===== src/rtl/conv_sequencer.sv =====
`default_nettype none
// +----------------------------------------------------------------------------+
// | conv_sequencer: walks a FILTER_SIZE window over an image, one row band at a |
// | time, requesting bands from an external loader.          Revision: 1.0      |
// +----------------------------------------------------------------------------+
module conv_sequencer #(
   parameter int IMAGE_WIDTH  = 9,
   parameter int IMAGE_HEIGHT = 9,
   parameter int FILTER_SIZE  = 3,
   parameter int LOAD_TIMEOUT = 15
) (
   input  logic                          clk,
   input  logic                          rst,
   input  logic                          start,
   input  logic                          abort,
   output logic                          new_buffer,
   input  logic                          loaded,
   output logic                          win_valid,
   input  logic                          win_ready,
   output logic [$clog2(IMAGE_WIDTH):0]  win_col,
   output logic [$clog2(IMAGE_HEIGHT):0] win_row,
   output logic                          win_last,
   output logic                          busy,
   output logic                          done,
   output logic                          aborted,
   output logic                          error
);
   localparam int CW = $clog2(IMAGE_WIDTH) + 1;
   localparam int RW = $clog2(IMAGE_HEIGHT) + 1;
   localparam int NB = IMAGE_HEIGHT - FILTER_SIZE + 1;
   localparam int BW = $clog2(NB + 1);
   localparam int TW = $clog2(LOAD_TIMEOUT + 1);

   localparam logic [CW-1:0] c_COL_MAX  = CW'(IMAGE_WIDTH - FILTER_SIZE);
   localparam logic [RW-1:0] c_ROW_MAX  = RW'(IMAGE_HEIGHT - FILTER_SIZE);
   localparam logic [BW-1:0] c_NB       = BW'(NB);
   localparam logic [TW-1:0] c_TMO_LAST = TW'(LOAD_TIMEOUT - 1);

   localparam logic [2:0] c_IDLE  = 3'd0;
   localparam logic [2:0] c_LOAD  = 3'd1;
   localparam logic [2:0] c_WAIT  = 3'd2;
   localparam logic [2:0] c_SCAN  = 3'd3;
   localparam logic [2:0] c_FLUSH = 3'd4;
   localparam logic [2:0] c_ERR   = 3'd5;

   logic [2:0]    r_state, w_state_nx;
   logic [BW-1:0] r_band, w_band_nx;
   logic [BW-1:0] r_flush, w_flush_nx;
   logic [TW-1:0] r_tmo, w_tmo_nx;
   logic [CW-1:0] w_col_nx;
   logic [RW-1:0] w_row_nx;
   logic          w_nb_nx, w_valid_nx, w_last_nx, w_busy_nx;
   logic          w_done_nx, w_aborted_nx, w_error_nx;
   logic          w_xfer, w_col_end, w_row_end;

   assign w_xfer    = win_valid && win_ready;
   assign w_col_end = (win_col == c_COL_MAX);
   assign w_row_end = (win_row == c_ROW_MAX);

   // State and every output are registered together.
   always_ff @(posedge clk) begin
      if (rst) begin
         r_state    <= c_IDLE;
         r_band     <= '0;
         r_flush    <= '0;
         r_tmo      <= '0;
         new_buffer <= 1'b0;
         win_valid  <= 1'b0;
         win_col    <= '0;
         win_row    <= '0;
         win_last   <= 1'b0;
         busy       <= 1'b0;
         done       <= 1'b0;
         aborted    <= 1'b0;
         error      <= 1'b0;
      end else begin
         r_state    <= w_state_nx;
         r_band     <= w_band_nx;
         r_flush    <= w_flush_nx;
         r_tmo      <= w_tmo_nx;
         new_buffer <= w_nb_nx;
         win_valid  <= w_valid_nx;
         win_col    <= w_col_nx;
         win_row    <= w_row_nx;
         win_last   <= w_last_nx;
         busy       <= w_busy_nx;
         done       <= w_done_nx;
         aborted    <= w_aborted_nx;
         error      <= w_error_nx;
      end
   end

   always_comb begin
      w_state_nx = r_state;
      case (r_state)
         c_IDLE, c_ERR: begin
            if (start) w_state_nx = c_LOAD;
         end
         c_LOAD: w_state_nx = abort ? c_FLUSH : c_WAIT;
         c_WAIT: begin
            if (abort)                     w_state_nx = c_FLUSH;
            else if (loaded)               w_state_nx = c_SCAN;
            else if (r_tmo == c_TMO_LAST)  w_state_nx = c_ERR;
         end
         c_SCAN: begin
            if (abort)                       w_state_nx = c_FLUSH;
            else if (w_xfer && w_col_end)    w_state_nx = w_row_end ? c_IDLE : c_LOAD;
         end
         c_FLUSH: begin
            if (r_flush == '0) w_state_nx = c_IDLE;
         end
         default: w_state_nx = c_IDLE;
      endcase
   end

   always_comb begin
      w_band_nx    = r_band;
      w_flush_nx   = r_flush;
      w_tmo_nx     = '0;
      w_nb_nx      = 1'b0;
      w_valid_nx   = win_valid;
      w_col_nx     = win_col;
      w_row_nx     = win_row;
      w_done_nx    = 1'b0;
      w_aborted_nx = 1'b0;
      w_error_nx   = error;
      case (r_state)
         c_IDLE, c_ERR: begin
            if (start) begin
               w_error_nx = 1'b0;
               w_row_nx   = '0;
               w_col_nx   = '0;
               w_band_nx  = '0;
               w_valid_nx = 1'b0;
            end
         end
         c_LOAD, c_WAIT, c_SCAN: begin
            if (abort) begin
               // Replay enough band requests to bring the loader pointer back to 0.
               w_valid_nx = 1'b0;
               w_flush_nx = (r_band == '0) ? '0 : c_NB - r_band;
            end else if (r_state == c_LOAD) begin
               w_nb_nx   = 1'b1;
               w_band_nx = r_band + BW'(1);
            end else if (r_state == c_WAIT) begin
               if (loaded) begin
                  w_valid_nx = 1'b1;
                  w_col_nx   = '0;
               end else if (r_tmo == c_TMO_LAST) begin
                  w_error_nx = 1'b1;
               end else begin
                  w_tmo_nx = r_tmo + TW'(1);
               end
            end else if (w_xfer) begin
               if (!w_col_end) begin
                  w_col_nx = win_col + CW'(1);
               end else begin
                  w_valid_nx = 1'b0;
                  if (!w_row_end) w_row_nx  = win_row + RW'(1);
                  else            w_done_nx = 1'b1;
               end
            end
         end
         c_FLUSH: begin
            if (r_flush != '0) begin
               w_nb_nx    = 1'b1;
               w_flush_nx = r_flush - BW'(1);
            end else begin
               w_aborted_nx = 1'b1;
            end
         end
         default: ;
      endcase
      w_last_nx = (w_col_nx == c_COL_MAX) && (w_row_nx == c_ROW_MAX);
      w_busy_nx = (w_state_nx == c_LOAD) || (w_state_nx == c_WAIT) ||
                  (w_state_nx == c_SCAN) || (w_state_nx == c_FLUSH);
   end

endmodule
`default_nettype wire

===== config.mk =====
export PLATFORM = sky130hd
export DESIGN_NAME = conv_sequencer
export DESIGN_NICKNAME = d
export VERILOG_FILES = /design/src/rtl/conv_sequencer.sv
export SDC_FILE = /design/constraint.sdc
export NUM_CORES = 1
export LEC_CHECK = 0
export CAP_MARGIN = 30
export CORE_AREA = 2 2 73 75
export CTS_BUF_LIST = sky130_fd_sc_hd__clkbuf_8
export CTS_CLUSTER_SIZE = 12
export DETAILED_ROUTE_END_ITERATION = 8
export DIE_AREA = 0 0 75 77
export GPL_ROUTABILITY_DRIVEN = 1
export PLACE_DENSITY_LB_ADDON = 0.2
export SKIP_CTS_REPAIR_TIMING = 1
export SYNTH_ARGS = -nofsm -noshare
export SYNTH_HDL_FRONTEND = slang
export SYNTH_SLANG_ARGS = --single-unit
export TNS_END_PERCENT = 5

===== constraint.sdc =====
create_clock -name clk -period 1.6 [get_ports clk]
set_input_delay 0.16 -clock clk [delete_from_list [all_inputs] [get_ports clk]]
set_output_delay 0.16 -clock clk [all_outputs]
set_load 0.05 [all_outputs]

* Word level (Yosys, flattened, before mapping) *
Index checks and enable logic that the tools add are counted.

word-level totals
  flip-flop bits (word level) = 30
  input port bits = 6
  logic and storage cells = 126

cells by class
  $add $sub $neg = 6
  equality and inequality tests = 27
  muxes and demuxes = 54
  bitwise gates (word level) = 5
  reductions and logical operators = 21

operators by type and width
  operator               count
  $mux W5                14
  $mux W3                14
  $eq A5 B3 Y1 const B   4
  $pmux W5 S2            2
  $mux W1                18
  $ne A2 B2 Y1 const B   9
  $pmux W3 S5            1
  $reduce_or A7 Y1       2
  $eq A3 B2 Y1 const B   4
  $ne A4 B4 Y1 const B   3
  $pmux W3 S2            2
  $add A5 B1 Y5 const B  2
  $eq A3 B3 Y1 const B   3
  $logic_not A3 Y1       3
  $reduce_and A7 Y1      1
  $eq A3 B1 Y1 const B   2
  $pmux W1 S2            3
  $reduce_and A6 Y1      1
  $not A1 Y1             5
  $add A4 B1 Y4 const B  1
  $eq A4 B4 Y1 const B   1
  $reduce_and A4 Y1      1
  $reduce_bool A2 Y1     2
  $reduce_or A2 Y1       2
  9 further kinds        13

* Logic depth before layout (Yosys ltp) *
  word-level depth = 10
  depth in mapped cells = 8

* Least setup slack after synthesis *
No wires, ideal clock.

  path type = flip-flop to flip-flop
  from = register win_col[1]
  to = register win_last
  setup time = 88 ps
  arrival time = 2,028 ps
  slack = -516 ps
  stages on the path, launching flop included = 8
  buffers on the path = 0
  clock period less this slack = 2,116 ps
  cell sequence = dfxtp_1 ha_1 and4bb_2 and2_1 nor4_1 a211oi_1 nand2_1 nor4_2

between the ends
  longest elaborated chain between the ends = 9

ends and longest elaborated chain
  item                                                  line     source
  start, declared                                       20       output logic [$clog2(IMAGE_WIDTH):0] win_col,
  start signal, assigned                                83       win_col <= w_col_nx;
  $add A5 B1 Y5 / $eq A5 B3 Y1 (equally long branches)  156, 57
  $mux W5                                               155      if (!w_col_end) begin
  $mux W5                                               154      end else if (w_xfer) begin
  $mux W5                                               145      end else if (r_state == c_WAIT) begin
  $mux W5                                               142      end else if (r_state == c_LOAD) begin
  $mux W5                                               138      if (abort) begin
  $pmux W5 S2                                           127      case (r_state)
  $eq A5 B3 Y1                                          174      w_last_nx = (w_col_nx == c_COL_MAX) && (w_row_nx == c_ROW_MAX);
  $logic_and A1 B1 Y1 (*)                               174
  end signal, assigned                                  85       win_last <= w_last_nx;
  end, declared                                         22       output logic win_last,

Mark *: on every way between the ends. The rest lies on a longest branch, timed or not.
A chain may end at the register's enable or synchronous reset.

* Worst setup path after layout *
  from = register win_col[0]
  to = register win_last

The elaborated chain is that of the path after synthesis.

==> impl_metrics.yaml <==
outcome:
  status: "complete, but fails checks"
  failed_checks: "negative setup slack"
clock_network:
  htree_levels: 2
  path_clk_slew_ns: 0.07
  clockRootBuffer: "clkbuf_8"
  cts_sinks: 30
  numCtsBuffers: 5
  clk_latency_ns: 0.29
  cts_buffer_depth: 2
  cts_tree: "yes"
setup_path:
  crit_path_start: "win_col[0]"
  critical_path_arrival_ns: 2.15
  worstPathMaxFanout: 5
  end_kind: "flip-flop"
  critPathLaunchType: "flip-flop"
  r2r-start: "win_col[0]"
  cp.required_ns: 1.80
  crit_type: "reg2reg"
  r2r-end: "win_last"
  rr_worst_depth: 9
  worst-r2r-setup-slack_ns: -0.35
cells_and_area:
  drive_above_1_share: 0.488
  diodes: 0
  stdcell_count: 402
  syn_to_final_growth_pct: 61.9
  final_core_util: 0.631
  num-nets-final: 347
worst_hold_path:
  holdPathStages: 1
  min_to: "r_flush[0]"
  hold_path_class: "reg2reg"
  min_from: "r_flush[0]"
sta:
  rsz0062_at_grt: "true"
  slew_headroom: 0.738
  worst_pin_slew_ns: 0.389
  fin_setup_tns_ns: -1.41
  fin_crit_sh: 1.22
  finalMaxSlewViolations: 0
  worst_slack_ns: -0.351
  finalSetupViolCount: 11
  fmax_mhz: 513
  clock_skew_ns: 0.00560
  min_period_ns: 1.95
  hold_viol: 0
place:
  dp_hpwl_um: 4100
  gp_congestion: 0.917
  placed_cells: 389
  portBuffers: 22
  pre_cts_ws_ns: -0.453
logic_synthesis:
  synthCells: 236
  synth_compound_area_frac: 0.252
  synth_area_leaders: "dfxtp_1 (31%), ha_1 (6.5%), nor2_1 (6.2%), a21oi_1 (4.6%), o21ai_0 (2.8%)"
  ys_seq_area_frac: 0.310
  synth-edff-count: 0
  synth_top_family_by_area: "simple AND/OR/NAND/NOR gates"
  yosysUniqueCellTypes: 58
  ys_async_sr_fraction: 0
  syn-cell-area_um2: 1940
  yosysMostFrequentCell: "nor2_1"
  syn_avg_cell_area_um2: 8.22
  synth_top_area_share: 0.310
  yosys.area_share.simple: 0.285
  synth_fa_ha_area_frac: 0.0645
  synth_mux_area_frac: 0
  synth_flop_cell: "dfxtp_1"
  synth_seq_cells: 30
  yosys.area.top_type: "dfxtp_1"
  synthesis.nets: 252
  synth-xor-area-share: 0.0265
  yosysWarnings: 0
  synthTopCellsByCount: "nor2_1 (32), dfxtp_1 (30), a21oi_1 (18)"
floorplan:
  die_w_um: 75
  dieArea_um2: 5780
  die_h_um: 77
  ios: 23
  start_util: 0.390
  rows: 26
  core_um2: 4980
pwr:
  irDropWorstVdd_mv: 0.350
  power.density_nw_per_um2: 593
  leakage_nw: 1.28
  finalPower_w: 0.00186
routing:
  wl_per_cell_um: 15.0
  first_pass_iters: 5
  routed_wl_um: 6010
  num_vias: 2167
  dr.first_iter.drc_count: 130
  drtAntennaViolNets: 0
  via_per_inst: 5.39
  drc_errors: 0
global_routing:
  use_met2: 0.305
  gr-total-overflow: 0
  grt_pass1_vias: 1966
  grt_pass1_wl_um: 9000
  use_met1: 0.269
  track_usage: 0.201
  grt_use_met3: 0.0565
  antenna_found_initial: 0
  grt_max_degree: 25
  busiest_layer: "met2"
flow_run:
  maxCapViolCount: 0
kinds of logic after synthesis:
kind of cell / count (synthesis)
AOI/OAI and AO/OA: 69
xor gates and xnor gates: 5
adders and majority gates: 10
buffers and inverters: 26
DFF: 30
and+or+nand+nor: 96
stage by stage:
| step | hold slack (ns) | instance area [µm²] |
|---|---|---|
| 4_1_cts | 0.492 | 2820 |
| 6_report | 0.501 | 3140 |
| 3_5_place_dp | 0.481 | 2730 |
| 3_3_place_gp | 0.468 | 2730 |
| 5_1_grt | 0.519 | 3140 |
| 2_1_floorplan | 0.357 | 1960 |
critical path, stage by stage, from the launching register on:
cell	delay (ns)
dfxtp_4	0.35
inv_4	0.05
ha_4	0.12
and4bb_4	0.30
buf_4	0.14
o211ai_4	0.09
nor4_1	0.32
a211oi_2	0.11
a211o_1	0.25
nor4_2	0.13
sequential cells by signal, summed over array words and instances (netlist names):
signal,count
aborted,1
busy,1
done,1
error,1
new_buffer,1
r_band,3
r_flush,3
r_state,3
r_tmo,4
win_col,5
win_last,1
win_row,5
win_valid,1
worst max path at each step:
stage                     endpoint  depth (start not counted)
after floorplan           win_last                          8
after global placement    win_last                          7
after detailed placement  win_last                          7
after CTS                 win_last                          9
after global routing      win_last                          9
final                     win_last                          9
final cells by class:
cell class	instances	area [µm²]
Fill cell	421	1840
Multi-Input combinational cell	180	1470
Timing Repair Buffer	100	798
Sequential cell	30	629
Tap cell	70	87.6
Clock buffer	6	82.6
Inverter	14	55.1
Clock inverter	2	12.5
report_power, final:
group	leakage [nW]	switching, W	internal [W]	total [W]
Clock	0.0472	0.000301	0.000345	0.000647
Combinational	0.979	0.000241	0.000201	0.000442
Sequential	0.250	0.0000163	0.000757	0.000773
placed cells by master, fill, tap and decap left out, drive strengths merged, types with 5 or more instances in the layout:
master,netlist,layout
a211oi,6,6
a21oi,21,21
a31oi,5,5
buf,7,95
clkbuf,5,6
dfxtp,30,30
ha,10,10
inv,14,14
nand2,11,11
nand2b,5,5
nand3,5,5
nand4,6,6
nor2,33,33
nor2b,6,6
nor4,5,5
o21ai,12,12
metal layers:
layer / vias up / share of wire
li1: 1056 / -
met1: 1031 / 0.44
met2: 70 / 0.48
met3: 10 / 0.061
met4: 0 / 0.015
met5: - / 0
Power figures use the tool's default switching activity.
